File: config.mk
export PLATFORM = sky130hd
export DESIGN_NAME = logic_unit_serial
export DESIGN_NICKNAME = d
export VERILOG_FILES = /design/src/rtl/logic_unit_serial.sv
export SDC_FILE = /design/constraint.sdc
export NUM_CORES = 1
export LEC_CHECK = 0
export ABC_AREA = 0
export CORE_MARGIN = 2
export CORE_UTILIZATION = 45
export DETAILED_ROUTE_END_ITERATION = 8
export GPL_TIMING_DRIVEN = 1
export PLACE_DENSITY = 0.75
export SYNTH_ARGS = -nofsm -noshare
export SYNTH_HDL_FRONTEND = slang
export SYNTH_SLANG_ARGS = --single-unit
File: constraint.sdc
create_clock -name clk -period 2.42 [get_ports clk]
set_clock_uncertainty 0.2 [all_clocks]
set_input_delay 0.484 -clock clk [delete_from_list [all_inputs] [get_ports clk]]
set_output_delay 0.484 -clock clk [all_outputs]
set_load 0.05 [all_outputs]
File: src/rtl/logic_unit_serial.sv
// logic_unit_serial: bit-serial logic unit with a start/busy/done handshake.
// One operand bit is combined per clock, LSB first, through 1-bit gate primitives.
// The WIDTH-bit result is assembled from those bits and is held until the next accepted start.
//
// Ports
//   clk     system clock, all state changes on posedge
//   rst     synchronous active-high reset, priority over all other inputs
//   start   request, sampled only in idle
//   op      00 NOT a, 01 a AND b, 10 a OR b, 11 a XOR b
//   a, b    operands, captured when start is accepted
//   busy    high while not idle
//   done    one-cycle pulse, result valid
//   result  assembled result
//   zero    result == 0
//
// The 1-bit gate primitives live in this file so the block is self-contained.

module not_1b (
   input  logic a,
   output logic y
);
   assign y = ~a;
endmodule

module and_1b (
   input  logic a,
   input  logic b,
   output logic y
);
   assign y = a & b;
endmodule

module or_1b (
   input  logic a,
   input  logic b,
   output logic y
);
   assign y = a | b;
endmodule

module xor_1b (
   input  logic a,
   input  logic b,
   output logic y
);
   assign y = a ^ b;
endmodule

module logic_unit_serial #(
   parameter int unsigned WIDTH = 8
) (
   input  logic             clk,
   input  logic             rst,
   input  logic             start,
   input  logic [1:0]       op,
   input  logic [WIDTH-1:0] a,
   input  logic [WIDTH-1:0] b,
   output logic             busy,
   output logic             done,
   output logic [WIDTH-1:0] result,
   output logic             zero
);

   // One extra counter bit keeps WIDTH=1 legal.
   localparam int unsigned CntW = $clog2(WIDTH) + 1;

   typedef enum logic [1:0] {StIdle, StRun, StDone} state_e;

   state_e            state_q, state_d;
   logic [CntW-1:0]   cnt_q;
   logic [WIDTH-1:0]  a_q, b_q, result_q;
   logic [1:0]        op_q;

   logic [WIDTH-1:0]  bit_sel;
   logic              a_bit, b_bit;
   logic              not_y, and_y, or_y, xor_y, gate_y;
   logic              last_bit;

   // One-hot select of the bit currently being processed.
   always_comb begin
      bit_sel = '0;
      for (int i = 0; i < WIDTH; i++) begin
         bit_sel[i] = (cnt_q == CntW'(i));
      end
   end

   assign a_bit    = |(a_q & bit_sel);
   assign b_bit    = |(b_q & bit_sel);
   assign last_bit = (cnt_q == CntW'(WIDTH - 1));

   not_1b u_not (
      .a (a_bit),
      .y (not_y)
   );

   and_1b u_and (
      .a (a_bit),
      .b (b_bit),
      .y (and_y)
   );

   or_1b u_or (
      .a (a_bit),
      .b (b_bit),
      .y (or_y)
   );

   xor_1b u_xor (
      .a (a_bit),
      .b (b_bit),
      .y (xor_y)
   );

   always_comb begin
      gate_y = 1'b0;
      unique case (op_q)
         2'b00:   gate_y = not_y;
         2'b01:   gate_y = and_y;
         2'b10:   gate_y = or_y;
         2'b11:   gate_y = xor_y;
         default: gate_y = 1'b0;
      endcase
   end

   // State register.
   always_ff @(posedge clk) begin
      if (rst) begin
         state_q <= StIdle;
      end else begin
         state_q <= state_d;
      end
   end

   // Next-state logic.
   always_comb begin
      state_d = state_q;
      unique case (state_q)
         StIdle:  if (start) state_d = StRun;
         StRun:   if (last_bit) state_d = StDone;
         StDone:  state_d = StIdle;
         default: state_d = StIdle;
      endcase
   end

   // Operand capture, bit counter and result assembly.
   always_ff @(posedge clk) begin
      if (rst) begin
         a_q      <= '0;
         b_q      <= '0;
         op_q     <= '0;
         cnt_q    <= '0;
         result_q <= '0;
      end else begin
         unique case (state_q)
            StIdle: begin
               if (start) begin
                  a_q      <= a;
                  b_q      <= b;
                  op_q     <= op;
                  cnt_q    <= '0;
                  result_q <= '0;
               end
            end
            StRun: begin
               result_q <= (result_q & ~bit_sel) | ({WIDTH{gate_y}} & bit_sel);
               cnt_q    <= cnt_q + CntW'(1);
            end
            default: ;
         endcase
      end
   end

   // Outputs.
   always_comb begin
      busy = (state_q != StIdle);
      done = (state_q == StDone);
   end

   assign result = result_q;
   assign zero   = (result_q == '0);

endmodule

==> flow_metrics.env, run 1 <==
export IMPL_antenna_left=0
export IMPL_finalHoldViolCount=0
export IMPL_hp_class="reg -> reg"
export IMPL_cp_cell_sequence="inv_4, ha_4, a22oi_2, a21oi_2, a21oi_2, or2_4, ha_1, mux2_4, a31oi_4, a21boi_2, a32o_1"
export IMPL_rsz0062_at_grt="yes"
export IMPL_post_cts_buffers=0
export IMPL_worstPathMaxFanout=5
export IMPL_cts_tree="built"
export IMPL_cts_buffers=5
export IMPL_dr_pass1_iters=5
export IMPL_rrSetupSlack_ps=-160
export IMPL_grt_max_degree=20
export IMPL_num_rows=21
export IMPL_fin_area_sq_um=2110
export IMPL_regToRegStartpoint="cnt_q[0]$_SDFFE_PP0P_"
export IMPL_seqCellArea_sq_um=648
export IMPL_synthXorXnorAreaFrac_pct=0
export IMPL_syn_area_sq_um=1520
export IMPL_cp_slowest_cell="dfxtp_4"
export IMPL_yosys_area_share_adder_pct=4.93
export IMPL_core_sq_um=3280
export IMPL_power_uw=1120
export IMPL_ctsLongestPathBuffers=2
export IMPL_r2r_cells=11
export IMPL_grt_usage_pct=20.2
export IMPL_cts_sinks=32
export IMPL_ioPinCount=32
export IMPL_ys_warn_count=0
export IMPL_clkTransAtPathRegs_ps=90
export IMPL_layout_drive_gt1_share_pct=23.7
export IMPL_synthesis_nets=207
export IMPL_final_util_pct=64.3
export IMPL_synth_top_family_by_area="simple AND/OR/NAND/NOR gates"
export IMPL_slew_viol_final=0
export IMPL_critPathArrivalTime_ps=2620
export IMPL_synthFlopType="dfxtp_1"
export IMPL_ys_ff_latch=32
export IMPL_multiInputGateArea_sq_um=911
export IMPL_fillers=282
export IMPL_hold_end="b_q[6]$_SDFFE_PP0P_"
export IMPL_mostFrequentLayoutCells="nand2_1 (48), dfxtp_1 (30), clkdlybuf4s50_1 (28)"
export IMPL_power_leakage_uw=0.000798
export IMPL_tightest_slew_ps=500
export IMPL_finalWorstSetupSlack_ps=-164
export IMPL_failed_checks="setup timing"
export IMPL_syn_inst=180
export IMPL_num_antenna_cells=0
export IMPL_die_area_sq_um=3870
export IMPL_gp_congestion=0.873
export IMPL_vias=1446
export IMPL_synthSimpleGateAreaFrac_pct=26.0
export IMPL_start_util_pct=46.4
export IMPL_ys_async_sr_fraction_pct=0
export IMPL_grt_ovfl_total=0
export IMPL_synth_seq_area_share_pct=42.1
export IMPL_peakVddDrop_mv=0.359
export IMPL_r2r_end="result[1]$_SDFFE_PP0P_"
export IMPL_max_cap_viol_count=0
export IMPL_synth_compound_area_share_pct=20.0
export IMPL_fin_crit_ps=2580
export IMPL_clk_latency_ps=340
export IMPL_end_kind="register"
export IMPL_synth_cell_types=36
export IMPL_max_freq_mhz=387
export IMPL_fin_crit_sh_pct=107
export IMPL_area_growth_pct=38.7
export IMPL_grt_pass1_vias=1382
export IMPL_drtIter0Drc=43
export IMPL_wirelength_um=3700
export IMPL_min_from="b_q[6]$_SDFFE_PP0P_"
export IMPL_dpl_cell_area_sq_um=2030
export IMPL_grt_pass1_wl_um=6130
export IMPL_layout_cells_most_common="nand2_1"
export IMPL_postCtsHoldBufs=0
export IMPL_cpPeakStageDelay_ps=410
export IMPL_htreeDepth=2
export IMPL_required_ps=2460
export IMPL_portBuffers=31
export IMPL_cpMostUsedCell="a21oi_2"
export IMPL_via_per_inst=5.36
export IMPL_whs_path_depth=2
export IMPL_crit_type="reg -> reg"
export IMPL_p_per_area_nw_per_um2=530
export IMPL_slew_headroom_pct=66.5
export IMPL_fin_nets=250
export IMPL_finalSetupViolCount=8
export IMPL_synth_edf_count=0
export IMPL_status="finished with violations"
export IMPL_fp_dieH_um=62.2
export IMPL_finalSetupTns_ps=-998
export IMPL_drcViolationCount=0
export IMPL_antenna_found_initial=0
export IMPL_clock_root_buffer="clkbuf_4"
export IMPL_syn_avg_cell_area_sq_um=8.46
export IMPL_start_kind="register"
export IMPL_detail_route_wl_per_cell_um=13.7
export IMPL_muxShareOfSynthArea_pct=2.30
export IMPL_dp_hpwl_um=2810
export IMPL_fp_dieW_um=62.2
==> layout make-up <==
cell class,count,area share (%)
Multi-Input combinational cell,135,43.1
Tap cell,46,2.73
Timing Repair Buffer,44,19.5
Inverter,5,1.13
Sequential cell,32,30.7
Clock buffer,8,2.78
==> kinds of logic (layout without fill, tap and decap cells) <==
family,after synthesis,count (layout)
compound gates,45,45
simple gates,81,81
buf+inv,13,57
mux,3,3
flops,32,32
fa+ha+maj,6,6
==> how the worst max path moves through the flow <==
stage / from / endpoint / slack [ps] / cells past startpoint
final: cnt_q[0]$_SDFFE_PP0P_ / result[1]$_SDFFE_PP0P_ / -160 / 11
after detailed placement: cnt_q[1]$_SDFFE_PP0P_ / result[1]$_SDFFE_PP0P_ / -150 / 11
after global routing: cnt_q[0]$_SDFFE_PP0P_ / result[1]$_SDFFE_PP0P_ / -230 / 11
after global placement: cnt_q[1]$_SDFFE_PP0P_ / result[1]$_SDFFE_PP0P_ / -50 / 11
after floorplan: cnt_q[0]$_SDFFE_PP0P_ / result[0]$_SDFFE_PP0P_ / 6 / 11
after CTS: cnt_q[0]$_SDFFE_PP0P_ / result[1]$_SDFFE_PP0P_ / -130 / 11
==> synthesized netlist by cell type, drive strengths merged, types with 2 or more instances <==
| master | number | area share [%] |
|---|---|---|
| inv | 5 | 1.2 |
| mux2i | 2 | 1.3 |
| a21oi | 25 | 8.2 |
| a22oi | 4 | 2.0 |
| or4 | 2 | 0.99 |
| dfxtp | 32 | 42 |
| a211oi | 3 | 1.8 |
| a32o | 4 | 2.6 |
| a22o | 3 | 1.7 |
| o21ai | 3 | 0.99 |
| nand2 | 49 | 12 |
| clkbuf | 2 | 0.49 |
| buf | 6 | 2.9 |
| nor2b | 2 | 0.99 |
| nor3 | 2 | 1.4 |
| nand3b | 2 | 0.99 |
| ha | 6 | 4.9 |
| nand3 | 6 | 2.0 |
| nor2 | 12 | 3.0 |
==> per-stage QoR <==
step                      setup slack (ps)  std cells  hold WS, ps
after floorplan                       5.77        180          236
after global placement               -49.6        262          250
after detailed placement              -148        262          253
after CTS                             -132        270          268
after global routing                  -233        270          287
final                                 -164        270          265
==> routing by layer <==
metal / track usage, % / part of all wire, % / wire length (um)
met5: 0 / 0 / 0
met4: 9.17 / 1.9 / 71
met3: 6.88 / 6.1 / 227
met2: 36.4 / 52 / 1930
met1: 21.3 / 40 / 1480
==> timing repair <==
| item | CTS | global route |
|---|---|---|
| cloned | 0 | 0 |
| pin swaps | 2 | 3 |
| resized for setup | 4 | 1 |
| setup endpoints to repair | 8 | 8 |
==> power by group <==
part | internal, uW | total [uW] | switching (uW) | leakage [uW]
Combinational | 107 | 221 | 114 | 0.000503
Clock | 143 | 325 | 181 | 0.0000326
Sequential | 549 | 573 | 23.9 | 0.000263
Total | 800 | 1120 | 319 | 0.000798
==> critical path: cells and delay by family, from the launching register on <==
| kind | cells | cell delay [ps] |
|---|---|---|
| fa+ha+maj | 2 | 390 |
| buf+inv | 1 | 60 |
| simple gates | 1 | 140 |
| flops | 1 | 410 |
| mux | 1 | 270 |
| compound gates | 6 | 1000 |
==> registers in the layout, summed over array words and instances, names as in the netlist <==
signal / count
a_q: 8
b_q: 8
result: 8
cnt_q: 4
op_q: 2
state_q: 2
(Power assumes the default switching activity.)
==> run 2: changes to the inputs <==
--- a/config.mk
+++ b/config.mk
@@ -6,7 +6,7 @@
 export NUM_CORES = 1
 export LEC_CHECK = 0
 export ABC_AREA = 0
-export CORE_MARGIN = 2
+export CORE_MARGIN = 3
 export CORE_UTILIZATION = 45
 export DETAILED_ROUTE_END_ITERATION = 8
 export GPL_TIMING_DRIVEN = 1
==> run 2 against run 1 <==
- the flow still finishes with violations (setup timing)
- fmax increased by 1.0%
- die area increased by 6.5%
- clock-buffer cell count decreased by 2
- global-route usage decreased by 1.8 points
- sequential share of layout area decreased by 0.11 points
- combinational power decreased by 2%
- cell area increased by 0.36%
- sequential cell count unchanged
- register-to-register slack improved by 30 ps
- final cell count decreased by 0.74%
- sequential power about the same
- core utilization increased by 3.5 points
- largest power group unchanged
==> flow_metrics.env, run 2 (synthesis results as in run 1) <==
export IMPL_status="finished with violations"
export IMPL_failed_checks="setup timing"
export IMPL_fin_crit_ps=2560
export IMPL_instances_no_fill=268
export IMPL_worstPathMaxFanout=5
export IMPL_start_kind="register"
export IMPL_fin_crit_sh_pct=106
export IMPL_fillers=261
export IMPL_die_area_sq_um=4120
export IMPL_finalHoldViolCount=0
export IMPL_dp_hpwl_um=2800
export IMPL_detail_route_wl_per_cell_um=13.2
export IMPL_fp_dieW_um=64.2
export IMPL_end_kind="register"
export IMPL_pwr_share_clk_pct=33.4
export IMPL_antenna_found_initial=0
export IMPL_multiInputGateArea_sq_um=903
export IMPL_mostFrequentLayoutCells="nand2_1 (48), dfxtp_1 (30), clkdlybuf4s50_1 (28)"
export IMPL_gp_congestion=0.867
export IMPL_num_rows=20
export IMPL_grt_pass1_wl_um=5920
export IMPL_portBuffers=31
export IMPL_drtIter0Drc=107
export IMPL_tightest_slew_ps=510
export IMPL_required_ps=2450
export IMPL_cp_slowest_cell="dfxtp_4"
export IMPL_final_util_pct=67.8
export IMPL_finalSetupViolCount=8
export IMPL_crit_family="compound AO/OA/AOI/OAI gates"
export IMPL_ctsLongestPathBuffers=2
export IMPL_clock_root_buffer="clkbuf_4"
export IMPL_pre_cts_slack_ps=-126
export IMPL_layout_cells_most_common="nand2_1"
export IMPL_via_per_inst=5.26
export IMPL_vias=1410
export IMPL_grt_usage_pct=18.4
export IMPL_share_comb_of_total_power_pct=18.3
export IMPL_seqPwrFrac_pct=48.3
export IMPL_dpl_cell_count=260
export IMPL_cpPeakStageDelay_ps=410
export IMPL_critPathArrivalTime_ps=2590
export IMPL_power_uw=1190
export IMPL_slew_viol_final=0
export IMPL_power_leakage_uw=0.000805
export IMPL_path_buf_inv=2
export IMPL_antenna_left=0
export IMPL_drcViolationCount=0
export IMPL_cp_cell_sequence="inv_4, ha_4, a22o_1, a221oi_2, a211oi_2, inv_1, ha_1, mux2_4, a31oi_4, a21boi_2, a32o_1"
export IMPL_peakVddDrop_mv=0.335
export IMPL_fp_dieH_um=64.2
export IMPL_crit_type="reg -> reg"
export IMPL_htreeDepth=2
export IMPL_switching_share_pct=26.5
export IMPL_crit_cells=11
export IMPL_start_util_pct=48.7
export IMPL_r2r_cells=11
export IMPL_p_per_area_nw_per_um2=560
export IMPL_num_antenna_cells=0
export IMPL_finalSetupTns_ps=-810
export IMPL_layout_drive_gt1_share_pct=23.2
export IMPL_grt_ovfl_total=0
export IMPL_finalWorstSetupSlack_ps=-138
export IMPL_cts_sinks=32
export IMPL_wirelength_um=3540
export IMPL_grt_pass1_vias=1378
export IMPL_hp_class="reg -> reg"
export IMPL_seqCellArea_sq_um=648
export IMPL_grt_max_degree=20
export IMPL_area_growth_pct=39.2
export IMPL_clkTransAtPathRegs_ps=100
export IMPL_dr_pass1_iters=4
export IMPL_ioPinCount=32
export IMPL_fin_nets=250
export IMPL_cts_tree="built"
export IMPL_core_sq_um=3130
export IMPL_cts_buffers=5
export IMPL_max_freq_mhz=391
export IMPL_clk_latency_ps=330
export IMPL_max_cap_viol_count=0
export IMPL_rsz0062_at_grt="yes"
export IMPL_p_int_uw=872
export IMPL_net_switching_power_uw=314
export IMPL_whs_path_depth=2
export IMPL_slew_headroom_pct=65.9
-- run 2: changes by cell type in the layout (fill, tap and decap cells not counted) --
cell       before  now
a21oi_1        23   24
a21oi_2         2    1
bufinv_16       0    1
clkbuf_1        2    1
clkbuf_8        1    0
clkinv_2        0    1
o21ai_1         0    1
o21ai_2         2    1
-- run 2: power by group through the flow --
| stage | logic (uW) | clock network, uW | registers, uW |
|---|---|---|---|
| after floorplan | 130 | 0 | 587 |
| after global placement | 209 | 0 | 584 |
| after detailed placement | 216 | 0 | 585 |
| after CTS | 216 | 404 | 573 |
| after global routing | 238 | 434 | 577 |
| final | 217 | 396 | 573 |
-- run 2: path summary, 6_finish.rpt --
path / startpoint / to / slack (ps)
worst min register to register: b_q[0]$_SDFFE_PP0P_ / b_q[0]$_SDFFE_PP0P_ / 270
worst max register to register: cnt_q[0]$_SDFFE_PP0P_ / result[0]$_SDFFE_PP0P_ / -140
worst max-delay path: cnt_q[0]$_SDFFE_PP0P_ / result[0]$_SDFFE_PP0P_ / -140
worst min-delay path: b_q[0]$_SDFFE_PP0P_ / b_q[0]$_SDFFE_PP0P_ / 270
-- run 2: metal layers --
metal	vias up	GRT usage [%]	share of wire (%)
li1	712	-	-
met1	651	21.0	43
met2	40	31.9	50
met3	7	3.87	5.1
met4	0	10.3	1.8
met5	-	0	0
-- run 2: through the flow --
stage	instance area, sq um	hold slack, ps
after floorplan	1620	236
after global placement	2030	250
after detailed placement	2030	261
after CTS	2110	276
after global routing	2120	294
final	2120	272
-- run 2: tightest hold or removal path, stage by stage, from the launching register on --
cell     delay, ps
dfxtp_1        330
nand2_1         50
a21oi_1         50
-- run 2: timing repair --
item                                    in CTS  in global routing
hold buffers                                 0                  0
hold endpoints to repair                     0                  0
endpoints found under the setup margin       8                  8
pin swaps                                    2                  0
setup buffers                                0                  0
resized for setup                            0                  3
-- run 2: cell type report --
cell class / instances / area share [%]
repair buffers: 44 / 19.5
well taps: 44 / 2.60
multi-input cells: 135 / 42.6
inverters: 5 / 1.12
clock inverters: 2 / 1.65
clock buffers: 6 / 1.95
flip-flops and latches: 32 / 30.6
